==> config.mk <==
export PLATFORM = sky130hd
export DESIGN_NAME = gs_pattern_source
export DESIGN_NICKNAME = d
export VERILOG_FILES = /design/src/rtl/gs_pattern_source.sv
export SDC_FILE = /design/constraint.sdc
export NUM_CORES = 1
export LEC_CHECK = 0
export ABC_AREA = 0
export ABC_CLOCK_PERIOD_IN_PS = 5490
export CAP_MARGIN = 20
export CORE_MARGIN = 4
export CORE_UTILIZATION = 40
export DETAILED_ROUTE_END_ITERATION = 8
export GPL_ROUTABILITY_DRIVEN = 0
export MAX_ROUTING_LAYER = met4
export PLACE_DENSITY_LB_ADDON = 0.15
export SYNTH_ARGS = -nofsm -noshare
export SYNTH_HDL_FRONTEND = slang
export SYNTH_SLANG_ARGS = --single-unit
==> constraint.sdc <==
create_clock -name clock -period 5.49 [get_ports clock]
set_clock_uncertainty 0.2 [all_clocks]
set_input_delay 1.098 -clock clock [delete_from_list [all_inputs] [get_ports clock]]
set_output_delay 1.098 -clock clock [all_outputs]
set_load 0.02 [all_outputs]
==> src/rtl/gs_pattern_source.sv <==
// gs_pattern_source: produces the per-frame stream of 12-lane grayscale words
// for the pixel driver's shift chains, using a ready/valid handshake.
//
// Ports
//   clock, reset_n    : single clock, synchronous active-low reset
//   enable            : run request; acted on only in IDLE and at frame ends
//   mode[1:0]         : 0 SOLID, 1 RAMP, 2 BAR, 3 CHECKER (latched per frame)
//   level[7:0]        : SOLID intensity (latched per frame)
//   frame_pulse       : frame-boundary strobe from the pixel driver
//   out_ready         : consumer accepts the current word
//   out_valid/out_data/out_last : registered word output; lane l sits at
//                       out_data[l*GS_BITS +: GS_BITS]; out_last marks word WORDS-1
//   frame_count[15:0] : number of completed frames (wraps)
//   underrun          : sticky; a frame boundary arrived before the frame was
//                       fully delivered
//
// Build option: define GS_GAMMA_EN for square-law gamma, gs = (v*v) >> 4.
// Without it the 8-bit level is widened linearly, gs = {v, v[7:4]}.

module gs_pattern_lane #(
  parameter int LANE    = 0,
  parameter int BW      = 4,
  parameter int GS_BITS = 12
) (
  input  logic [1:0]         mode,
  input  logic [7:0]         level,
  input  logic [3:0]         chan,
  input  logic               w_lsb,
  input  logic [BW-1:0]      bar,
  input  logic               parity,
  output logic [GS_BITS-1:0] gs
);
  localparam logic [BW-1:0] LANE_IDX = BW'(LANE);
  localparam logic          LANE_ODD = (LANE % 2) == 1;

  logic [7:0] v;

  always_comb begin
    case (mode)
      2'd0:    v = level;
      2'd1:    v = {chan, chan};
      2'd2:    v = (bar == LANE_IDX) ? 8'hFF : 8'h00;
      default: v = (LANE_ODD ^ w_lsb ^ parity) ? 8'hFF : 8'h00;
    endcase
  end

`ifdef GS_GAMMA_EN
  logic [15:0] sq;
  assign sq = {8'd0, v} * {8'd0, v};
  assign gs = GS_BITS'(sq[15:4]);
`else
  assign gs = GS_BITS'({v, v[7:4]});
`endif
endmodule

module gs_pattern_source #(
  parameter int LANES   = 12,
  parameter int GS_BITS = 12,
  parameter int DEVICES = 1,
  parameter int WORDS   = 16 * DEVICES
) (
  input  logic                     clock,
  input  logic                     reset_n,
  input  logic                     enable,
  input  logic [1:0]               mode,
  input  logic [7:0]               level,
  input  logic                     frame_pulse,
  input  logic                     out_ready,
  output logic                     out_valid,
  output logic [LANES*GS_BITS-1:0] out_data,
  output logic                     out_last,
  output logic [15:0]              frame_count,
  output logic                     underrun
);
  localparam int              WW     = $clog2(WORDS);
  localparam int              BW     = $clog2(LANES);
  localparam logic [WW-1:0]   W_LAST = WW'(WORDS - 1);
  localparam logic [BW-1:0]   B_LAST = BW'(LANES - 1);

  typedef enum logic [1:0] {IDLE, FILL, STREAM, WAIT_FRAME} state_t;

  state_t                     state, state_n;
  logic [WW-1:0]              w, w_n, word_sel, chan;
  logic [1:0]                 mode_q, mode_q_n;
  logic [7:0]                 level_q, level_q_n;
  logic [BW-1:0]              bar, bar_n;
  logic                       parity, parity_n;
  logic                       fill_wait, fill_wait_n;
  logic                       out_valid_n, out_last_n, underrun_n;
  logic [LANES*GS_BITS-1:0]   out_data_n;
  logic [15:0]                frame_count_n;
  logic [LANES-1:0][GS_BITS-1:0] lane_gs;
  logic                       accept;

  assign accept = out_valid & out_ready;

  // Lanes always build the word that will be loaded next: word w while
  // filling, word w+1 while streaming (loaded on the accepting edge).
  assign word_sel = (state == STREAM) ? w + 1'b1 : w;
  // Channel order is reversed: word 0 carries the highest channel.
  assign chan     = W_LAST - word_sel;

  for (genvar l = 0; l < LANES; l++) begin : g_lane
    gs_pattern_lane #(.LANE(l), .BW(BW), .GS_BITS(GS_BITS)) u_lane (
      .mode   (mode_q),
      .level  (level_q),
      .chan   (chan[3:0]),
      .w_lsb  (word_sel[0]),
      .bar    (bar),
      .parity (parity),
      .gs     (lane_gs[l])
    );
  end

  always_comb begin
    state_n       = state;
    w_n           = w;
    mode_q_n      = mode_q;
    level_q_n     = level_q;
    bar_n         = bar;
    parity_n      = parity;
    fill_wait_n   = fill_wait;
    out_valid_n   = out_valid;
    out_data_n    = out_data;
    out_last_n    = out_last;
    frame_count_n = frame_count;
    underrun_n    = underrun;

    case (state)
      IDLE: begin
        out_valid_n = 1'b0;
        out_last_n  = 1'b0;
        if (enable) begin
          state_n     = FILL;
          mode_q_n    = mode;
          level_q_n   = level;
          w_n         = '0;
          fill_wait_n = 1'b1;
        end
      end
      FILL: begin
        // First FILL cycle only settles; word 0 is loaded on the second, so
        // the first word appears two edges after the start/frame edge.
        if (fill_wait) begin
          fill_wait_n = 1'b0;
        end else begin
          out_valid_n = 1'b1;
          out_data_n  = lane_gs;
          out_last_n  = (word_sel == W_LAST);
          state_n     = STREAM;
        end
      end
      STREAM: begin
        if (accept) begin
          if (w == W_LAST) begin
            out_valid_n = 1'b0;
            out_last_n  = 1'b0;
            state_n     = WAIT_FRAME;
          end else begin
            w_n        = w + 1'b1;
            out_data_n = lane_gs;
            out_last_n = (word_sel == W_LAST);
          end
        end
      end
      WAIT_FRAME: begin
        if (frame_pulse) begin
          if (enable) begin
            state_n     = FILL;
            mode_q_n    = mode;
            level_q_n   = level;
            w_n         = '0;
            fill_wait_n = 1'b1;
          end else begin
            state_n = IDLE;
          end
        end
      end
      default: state_n = IDLE;
    endcase

    // A boundary mid-frame abandons the partial frame and restarts at word 0
    // with the already-latched mode/level.
    if (frame_pulse && (state == FILL || state == STREAM)) begin
      underrun_n  = 1'b1;
      state_n     = FILL;
      w_n         = '0;
      fill_wait_n = 1'b1;
      out_valid_n = 1'b0;
      out_last_n  = 1'b0;
    end

    // Every honoured boundary advances the frame; parity mirrors frame_count[0].
    if (frame_pulse && state != IDLE) begin
      frame_count_n = frame_count + 16'd1;
      bar_n         = (bar == B_LAST) ? '0 : bar + 1'b1;
      parity_n      = ~parity;
    end
  end

  always_ff @(posedge clock) begin
    if (!reset_n) begin
      state       <= IDLE;
      w           <= '0;
      mode_q      <= '0;
      level_q     <= '0;
      bar         <= '0;
      parity      <= 1'b0;
      fill_wait   <= 1'b0;
      out_valid   <= 1'b0;
      out_data    <= '0;
      out_last    <= 1'b0;
      frame_count <= '0;
      underrun    <= 1'b0;
    end else begin
      state       <= state_n;
      w           <= w_n;
      mode_q      <= mode_q_n;
      level_q     <= level_q_n;
      bar         <= bar_n;
      parity      <= parity_n;
      fill_wait   <= fill_wait_n;
      out_valid   <= out_valid_n;
      out_data    <= out_data_n;
      out_last    <= out_last_n;
      frame_count <= frame_count_n;
      underrun    <= underrun_n;
    end
  end
endmodule
After elaboration in Yosys (flattened, before gate mapping)
Index checks and enable logic that the tools add are counted.
{ "word_totals": {"latchBits": 0, "out_inout_bits": 163, "mem_bits_rw": 0, "romBits": 0, "memories": 0, "regBits": 185} }
{ "op_classes": {"bitwise": 6, "multipliers": 0, "div_mod_pow": 0, "addsub": 4, "shift": 0, "n_mux": 63, "eq_ne": 29, "n_reduce_logical": 21, "magnitude_cmp": 0} }
{ "ops": {"columns": ["op", "count"], "rows": [
  ["$mux W144", 3],
  ["$pmux W144 S2", 1],
  ["$pmux W8 S3", 12],
  ["$mux W8", 16],
  ["$eq A4 B4 Y1 const B", 6],
  ["$mux W4", 6],
  ["$add A16 B1 Y16 const B", 1],
  ["$eq A4 B3 Y1 const B", 4],
  ["$pmux W8 S2", 1],
  ["$mux W2", 7],
  ["$pmux W4 S3", 1],
  ["$reduce_and A4 Y1", 3],
  ["$mux W1", 11],
  ["$ne A2 B2 Y1 const B", 5],
  ["$reduce_and A5 Y1", 2],
  ["$pmux W1 S3", 3],
  ["$add A4 B1 Y4 const B", 2],
  ["$eq A4 B2 Y1 const B", 2],
  ["$pmux W2 S4", 1],
  ["$eq A2 B2 Y1 const B", 3],
  ["$ne A3 B2 Y1 const B", 2],
  ["$ne A3 B3 Y1 const B", 2],
  ["$reduce_bool A2 Y1", 3],
  ["$reduce_bool A3 Y1", 2],
  ["17 further kinds", 24]
]} }

Logic depth before layout (Yosys ltp)
Gate-level depths: netlist of run 1.
{ "logic_depth": {"word_depth": 9, "ltp_mapped": 10} }

Hierarchy
A second synthesis of run 1 with hierarchy kept.
{ "unflattened": {"hier_cells": 1208, "area_unflattened_um2": 10124.7} }
{ "modules_own_cells": {"columns": ["mod", "area_each_um2", "n_inst", "cells_each"], "rows": [
  ["gs_pattern_source", 7464.7, 1, 884],
  ["gs_pattern_lane at g_lane[10].u_lane ...", 227.7, 4, 27],
  ["gs_pattern_lane at g_lane[1].u_lane ...", 225.2, 4, 27],
  ["gs_pattern_lane at g_lane[11].u_lane ...", 203.9, 2, 27],
  ["gs_pattern_lane at g_lane[0].u_lane", 221.5, 1, 27],
  ["gs_pattern_lane at g_lane[3].u_lane", 219.0, 1, 27]
]} }

Worst setup path before layout of run 1
No wires, ideal clock.
{ "synth_path": {"kind": "input to register", "startpoint": "input reset_n", "endpoint": "register out_data[95]", "slack_ps": 2955, "required_ps": 5211, "arrival_time_ps": 2256, "setup_ps": 79, "path_stages": 7, "path_cell_list": "clkbuf_1 -> inv_1 -> a41oi_2 -> buf_2 -> buf_2 -> nand2_1 -> o211ai_1"} }
{ "synth_rtl": {"columns": ["element", "line_no", "text"], "rows": [
  ["from (decl)", "63", "input logic reset_n,"],
  ["to (signal assigned)", "224", "out_data <= out_data_n;"],
  ["to (decl)", "70", "output logic [LANES*GS_BITS-1:0] out_data,"]
]} }

Worst setup path after layout of run 1
{ "layout_path": {"startpoint": "register state[0]", "endpoint": "register out_data[69]"} }
{ "layout_between": {"elab_chain_len": 9, "elab_cells_between_ends": 17} }
{ "layout_lines": {"columns": ["element", "line_no", "text"], "rows": [
  ["from (decl)", "82", "state_t state, state_n;"],
  ["from (signal assigned)", "216", "state <= state_n;"],
  ["branches (longest 9 deep; another with $sub A4 B4 Y4)", null, null]
]} }
Several ways; the timed one is not identified. The select of a mux whose other input is x is not followed.
A chain may end at the register's enable or synchronous reset.

==> out/qor.csv, run 1 <==
metric,value,unit
total power,4.10,mW
Fmax achieved,297,MHz
via count,5345,
nets,802,
"Design Area, Final",8210,um2
HPWL after DPL,12200,um
Worst-Margin Slew,1.22,ns
Fillers,1376,
core area,15100,um2
gr usage total,20.0,%
die area,17500,um2
"Top FF cell, synth",dfxtp_1,
Peak VDD IR,230,uV
CTS Buf Count,17,
post-synthesis sequential area ratio,44.4,%
final critical-path share of the clock period,61.3,%
Detail Route Antenna Nets,0,
initial antenna violation count,0,
clock tree root driver cell,clkbuf_16,
Clock Latency Late Sink,0.43,ns
CTS tree,done,
RSZ-0062 raised after global routing,no,
Synth Instances,669,
first-pass GRT wire length,27400,um
Post-Route WL,17300,um
Worst Reg-to-Reg Cells,6,
layout cells sized above 1,5.84,%
ANT cells,0,
drt wl/cell,17.7,um
H-tree levels,4,
async set or reset register ratio after synthesis,0,%
"flops & latches, synth",137,
input/output buffers,177,
CP Cell Sequence,inv_1 -> ha_1 -> nand4_2 -> a41oi_4 -> buf_12 -> a22o_1,
"Slew Viols, Final",0,
internal reg-to-reg setup slack,2.12,ns
clk slew on worst S/H paths,0.06,ns
"Arr. time, crit path",3.53,ns
Layout Area Growth over Synthesis,32.8,%
Worst Setup SP,state[0],
placed cell areas,7630,um2
Synth cell types,55,
Pre-antenna DRT Iters,5,
post-CTS setup buffer count,0,
Mean Syn Cell Area,9.24,um2
Max-cap violations,0,
Tmin final,3.37,ns
# rows,45,
Worst Hold Launch,underrun,
CP endpoint,out_data[69],
worst min-delay path class,reg -> reg,
status,completed,
"area leader, netlist",dfxtp_1,
# setup viols final,0,
Die Wd,132,um
Final TNS setup,0,ns
critical path's top delay family,compound AO/OA/AOI/OAI gates,
fin cells,976,
critical path depth in cells,6,
Syn Nets,696,
area of the multi-input gates,2780,um2
RR Startpoint,state[0],
CTS max path bufs,2,
Vias/cell,5.48,
Startpoint Class,register,
top-area cell type share of the netlist area,44.4,%
Ports,178,
crit path kind,reg -> reg,
DRC Markers,0,
Synthesis Warnings,0,
total grt overflow,0,
crit path max-delay cell type,a41oi_4,
CTS resizes,0,
largest cells by area after synthesis,"dfxtp_1 44%, a22o_1 10%, buf_4 6.2%",
RR Endpoint,out_data[69],
Initial DRC Count,370,
initial core utilization,40.8,%
crit-path max FO,70,
critical path data required time,5.65,ns
slowest cell delay on critical path,0.83,ns
number of flops mapped to enable cells by yosys,0,
Sink Count,137,
register area,2740,um2
Critical Path End Type,register,
vias in the first global route,5014,
total power divided by cell area,500,nW/um2
Final Hold Fails,0,
largest net degree at the start of global routing,71,
Slew HR,18.5,%
Leak Pwr,3.28,nW
Buffers & Inverters on Critical Path,2,
Cell Count Post-Placement,944,
Die Span Y,132,um
Synth Cell Area,6180,um2
# hold bufs at CTS,0,
==> how the worst min path moves through the flow <==
stage / to / slack [ns] / depth (start not counted)
after global routing: out_data[28] / 0.29 / 1
after floorplan: level_q[1] / 0.26 / 2
after global placement: out_data[4] / 0.26 / 1
after detailed placement: out_data[137] / 0.26 / 1
after CTS: out_data[137] / 0.28 / 1
final: underrun / 0.28 / 1
==> synth_stat cells, types with 5 or more instances <==
| cell type | instances |
|---|---|
| nor2_1 | 30 |
| nand3_1 | 20 |
| nor2b_1 | 5 |
| a22o_1 | 72 |
| a21oi_1 | 13 |
| buf_4 | 51 |
| buf_6 | 9 |
| o211ai_1 | 26 |
| a221oi_1 | 5 |
| xnor2_1 | 5 |
| clkbuf_1 | 21 |
| nand2b_1 | 5 |
| nand2_1 | 100 |
| xor2_1 | 9 |
| buf_2 | 14 |
| inv_1 | 9 |
| dfxtp_1 | 137 |
| mux2i_1 | 16 |
| and3_1 | 7 |
| nand3b_1 | 10 |
| o21ai_0 | 31 |
| ha_1 | 12 |
| nand4_1 | 13 |
==> per-stage QoR <==
step                util [%]  setup slack [ns]  hold slack [ns]
floorplan                  -              2.96            0.263
global placement        50.4              1.90            0.265
detailed placement      50.4              1.83            0.264
CTS                     54.2              2.18            0.283
global route            54.2              1.94            0.295
finish                  54.2              2.12            0.276
==> report_power, final <==
| group | internal, mW | switching, mW | total (mW) | leakage, nW |
|---|---|---|---|---|
| clock | 0.672 | 0.425 | 1.10 | 0.280 |
| combinational | 0.704 | 0.942 | 1.65 | 1.89 |
| sequential | 1.20 | 0.162 | 1.36 | 1.11 |
| total | 2.57 | 1.53 | 4.10 | 3.28 |
==> sequential cells by signal, summed over array words and instances, names as in the netlist, 2 cells and up <==
signal,flops
mode_q,2
bar,4
state,2
w,4
out_data,96
level_q,8
frame_count,16
==> layout make-up <==
class,instances,share of cell area [%]
Clock buffer,23,5.95
Clock inverter,9,1.10
Inverter,9,0.412
Multi-Input combinational cell,426,33.9
Sequential cell,137,33.4
Tap cell,188,2.87
Timing Repair Buffer,184,22.4
==> kinds of logic (layout without fill, tap and decap cells) <==
kind of cell | Yosys count | after routing | share of synthesized area (%)
muxes | 17 | 17 | 2.77
and+or+nand+nor | 214 | 214 | 16.8
AOI/OAI and AO/OA | 169 | 169 | 20.7
xor gates and xnor gates | 14 | 14 | 1.98
adders and majority gates | 12 | 12 | 2.43
DFF | 137 | 137 | 44.4
buffers and inverters | 106 | 225 | 10.9
==> metal layers <==
metal	vias to the layer above	part of all wire, %	GRT usage [%]	routed length, um
met1	2577	46	26.3	8030
met3	20	5.7	4.58	976
met5	-	0	-	0
li1	2566	-	-	-
met4	0	1.7	6.81	291
met2	182	46	30.2	7970
==> worst reg2reg max path: stages (launching register included) <==
cell	delay [ns]
dfxtp_1	0.38
inv_1	0.13
ha_1	0.59
nand4_2	0.57
a41oi_4	0.83
buf_12	0.39
a22o_1	0.23
==> cell usage in the layout (no fill, tap or decap), drive strengths merged, types with 7 or more instances in the layout <==
cell           synthesis  final
dfxtp                137    137
mux2i                 16     16
o21ai                 31     31
ha                    12     12
xor2                   9      9
buf                   75      7
nor2                  30     30
clkdlybuf4s50          0    177
inv                    9     10
o211ai                26     26
clkbuf                22     23
nand4                 14     14
nand2                100    100
a21oi                 13     13
and3                   9      9
nand3                 20     20
a22o                  72     72
nand3b                10     10
(Power assumes the default switching activity.)
==> run 2: changes to the inputs <==
Settings changed: ABC_CLOCK_PERIOD_IN_PS 5490 to 2900.
Clock period 5.49 ns to 2.9 ns, I/O delays scaled along.
==> run 2 against run 1 <==
Highest routed layer unchanged; die area did not move; power up 94%; critical path depth grew 2; hold slack worse by 0.0095 ns.
==> out/qor.csv, run 2 (same netlist as run 1, synthesis figures left out) <==
metric,value,unit,change
status,completed,,
# rows,45,,unchanged
crit path kind,reg -> reg,,
hold path cells,2,,+1
DRC Markers,0,,unchanged
Startpoint Class,register,,
crit path max-delay cell type,nand4_2,,
Sink Count,137,,unchanged
Worst Hold Launch,out_data[103],,
Worst Reg-to-Reg Cells,8,,+2
"worst slack, placed",0.245,ns,-1.59 ns
drt wl/cell,17.5,um,-1.3%
RR Startpoint,state[0],,
initial antenna violation count,0,,unchanged
most frequent cells in the layout,"177 x clkdlybuf4s50_1, 137 x dfxtp_1, 100 x nand2_1, 72 x a22o_1, 31 x o21ai_0",,
Leak Pwr,3.35,nW,+2.2%
Slew HR,40.1,%,+22 points
CTS resizes,0,,unchanged
vias in the first global route,5055,,+0.82%
Layout Area Growth over Synthesis,34.8,%,
Pre-antenna DRT Iters,5,,unchanged
total grt overflow,0,,unchanged
initial core utilization,40.8,%,unchanged
worst hold endpoint,out_data[103],,
CTS Buf Count,17,,unchanged
Die Span Y,132,um,unchanged
internal reg-to-reg setup slack,0.19,ns,-1.93 ns
"Slew Viols, Final",0,,unchanged
Tmin final,2.71,ns,-0.659 ns
Largest Register,out_data,,
clock tree root driver cell,clkbuf_16,,
worst setup margin,0.191,ns,-1.93 ns
Detail Route Antenna Nets,0,,unchanged
Ports,178,,unchanged
worst min-delay path class,reg -> reg,,
Initial DRC Count,410,,+11%
Clock Latency Late Sink,0.42,ns,about the same
core area,15100,um2,unchanged
slowest cell delay on critical path,0.41,ns,-0.42 ns
max FFs per register,96,,unchanged
H-tree levels,4,,unchanged
# setup viols final,0,,unchanged
via count,5442,,+1.8%
Fmax achieved,369,MHz,+24%
Worst-Margin Slew,0.897,ns,-0.325 ns
gr usage total,19.8,%,-0.11 points
Peak VDD IR,407,uV,+77%
CTS tree,done,,
crit-path max FO,96,,+37%
# hold bufs at CTS,0,,unchanged
RSZ-0062 raised after global routing,no,,
critical path's top delay family,buffers and inverters,,
Die Wd,132,um,unchanged
die area,17500,um2,unchanged
clk slew on worst S/H paths,0.06,ns,about the same
CTS max path bufs,2,,unchanged
Final TNS setup,0,ns,unchanged
final critical-path share of the clock period,93.4,%,+32 points
first-pass GRT wire length,27300,um,-0.30%
RR Endpoint,out_data[19],,
ANT cells,0,,unchanged
largest net degree at the start of global routing,97,,+37%
"Arr. time, crit path",2.85,ns,-0.68 ns
Final Hold Fails,0,,unchanged
post-CTS setup buffer count,0,,unchanged
Critical Path End Type,register,,
critical path data required time,3.04,ns,-2.61 ns
"commonest non-fill, non-tap cell in the layout",clkdlybuf4s50_1,,
Top Registers,"out_data: 96 flops, frame_count: 16 flops, level_q: 8 flops",,
input/output buffers,177,,unchanged
nets,814,,+1.5%
total power divided by cell area,956,nW/um2,+91%
layout cells sized above 1,7.38,%,+1.5 points
Post-Route WL,17200,um,about the same
HPWL after DPL,12200,um,-0.12%
Max-cap violations,0,,unchanged
CP Cell Sequence,inv_1 -> ha_1 -> buf_4 -> nand4_2 -> a41oi_4 -> buf_12 -> nand2_1 -> o211ai_1,,
Buffers & Inverters on Critical Path,3,,+1
Vias/cell,5.51,,+0.58%
[run 2: changes by cell type in the layout (fill, tap and decap cells not counted), sizes merged]
cell / change
bufinv: +2
clkbuf: -4
buf: +12
inv: +3
clkinv: -1
[run 2: layer usage]
layer  routed length, um  global-route usage, %  vias to the layer above
met4                 180                   5.72                        0
li1                    -                      -                     2593
met2                8130                   31.0                      213
met3                1130                   4.96                       19
met5                   0                      -                        -
met1                7810                   25.6                     2617
[run 2: worst max-delay path by stage]
| stage | from | slack, ns | cells after the start | endpoint |
|---|---|---|---|---|
| after floorplan | state[0] | 0.54 | 9 | out_data[136] |
| after global placement | out_ready | 0.28 | 5 | out_data[137] |
| after detailed placement | out_ready | 0.25 | 5 | out_data[35] |
| after CTS | state[0] | 0.26 | 8 | out_data[19] |
| after global routing | state[0] | 0.02 | 8 | out_data[95] |
| final | state[0] | 0.19 | 8 | out_data[19] |
[run 2: final cells by class]
type | count | area [um2]
clock inverter | 13 | 168
inverter | 9 | 33.8
tap | 188 | 235
multi-input combinational | 426 | 2780
fill | 1331 | 6820
timing repair buffer | 196 | 1930
clock buffer | 19 | 443
sequential | 137 | 2740
[run 2: worst register-to-register path: cells and delay by family (launching register included)]
kind / cells / cell delay, ns
fa+ha+maj: 1 / 0.30
simple gates: 2 / 0.62
flops: 1 / 0.37
compound gates: 2 / 0.41
buf+inv: 3 / 0.73
[run 2: power breakdown]
part | switching [mW] | leakage [nW] | internal, mW
Combinational | 1.79 | 1.95 | 1.37
Clock | 0.862 | 0.295 | 1.38
Sequential | 0.297 | 1.11 | 2.26
[run 2: stage by stage]
| step | utilization (%) | area [um2] | power [mW] | hold WS, ns | cells |
|---|---|---|---|---|---|
| after floorplan | - | 6180 | 4.65 | 0.263 | 669 |
| after global placement | 51.0 | 7720 | 5.69 | 0.260 | 956 |
| after detailed placement | 51.0 | 7720 | 5.75 | 0.262 | 956 |
| after CTS | 55.0 | 8330 | 7.99 | 0.275 | 988 |
| after global routing | 55.0 | 8330 | 8.35 | 0.295 | 988 |
| final | 55.0 | 8330 | 7.96 | 0.266 | 988 |
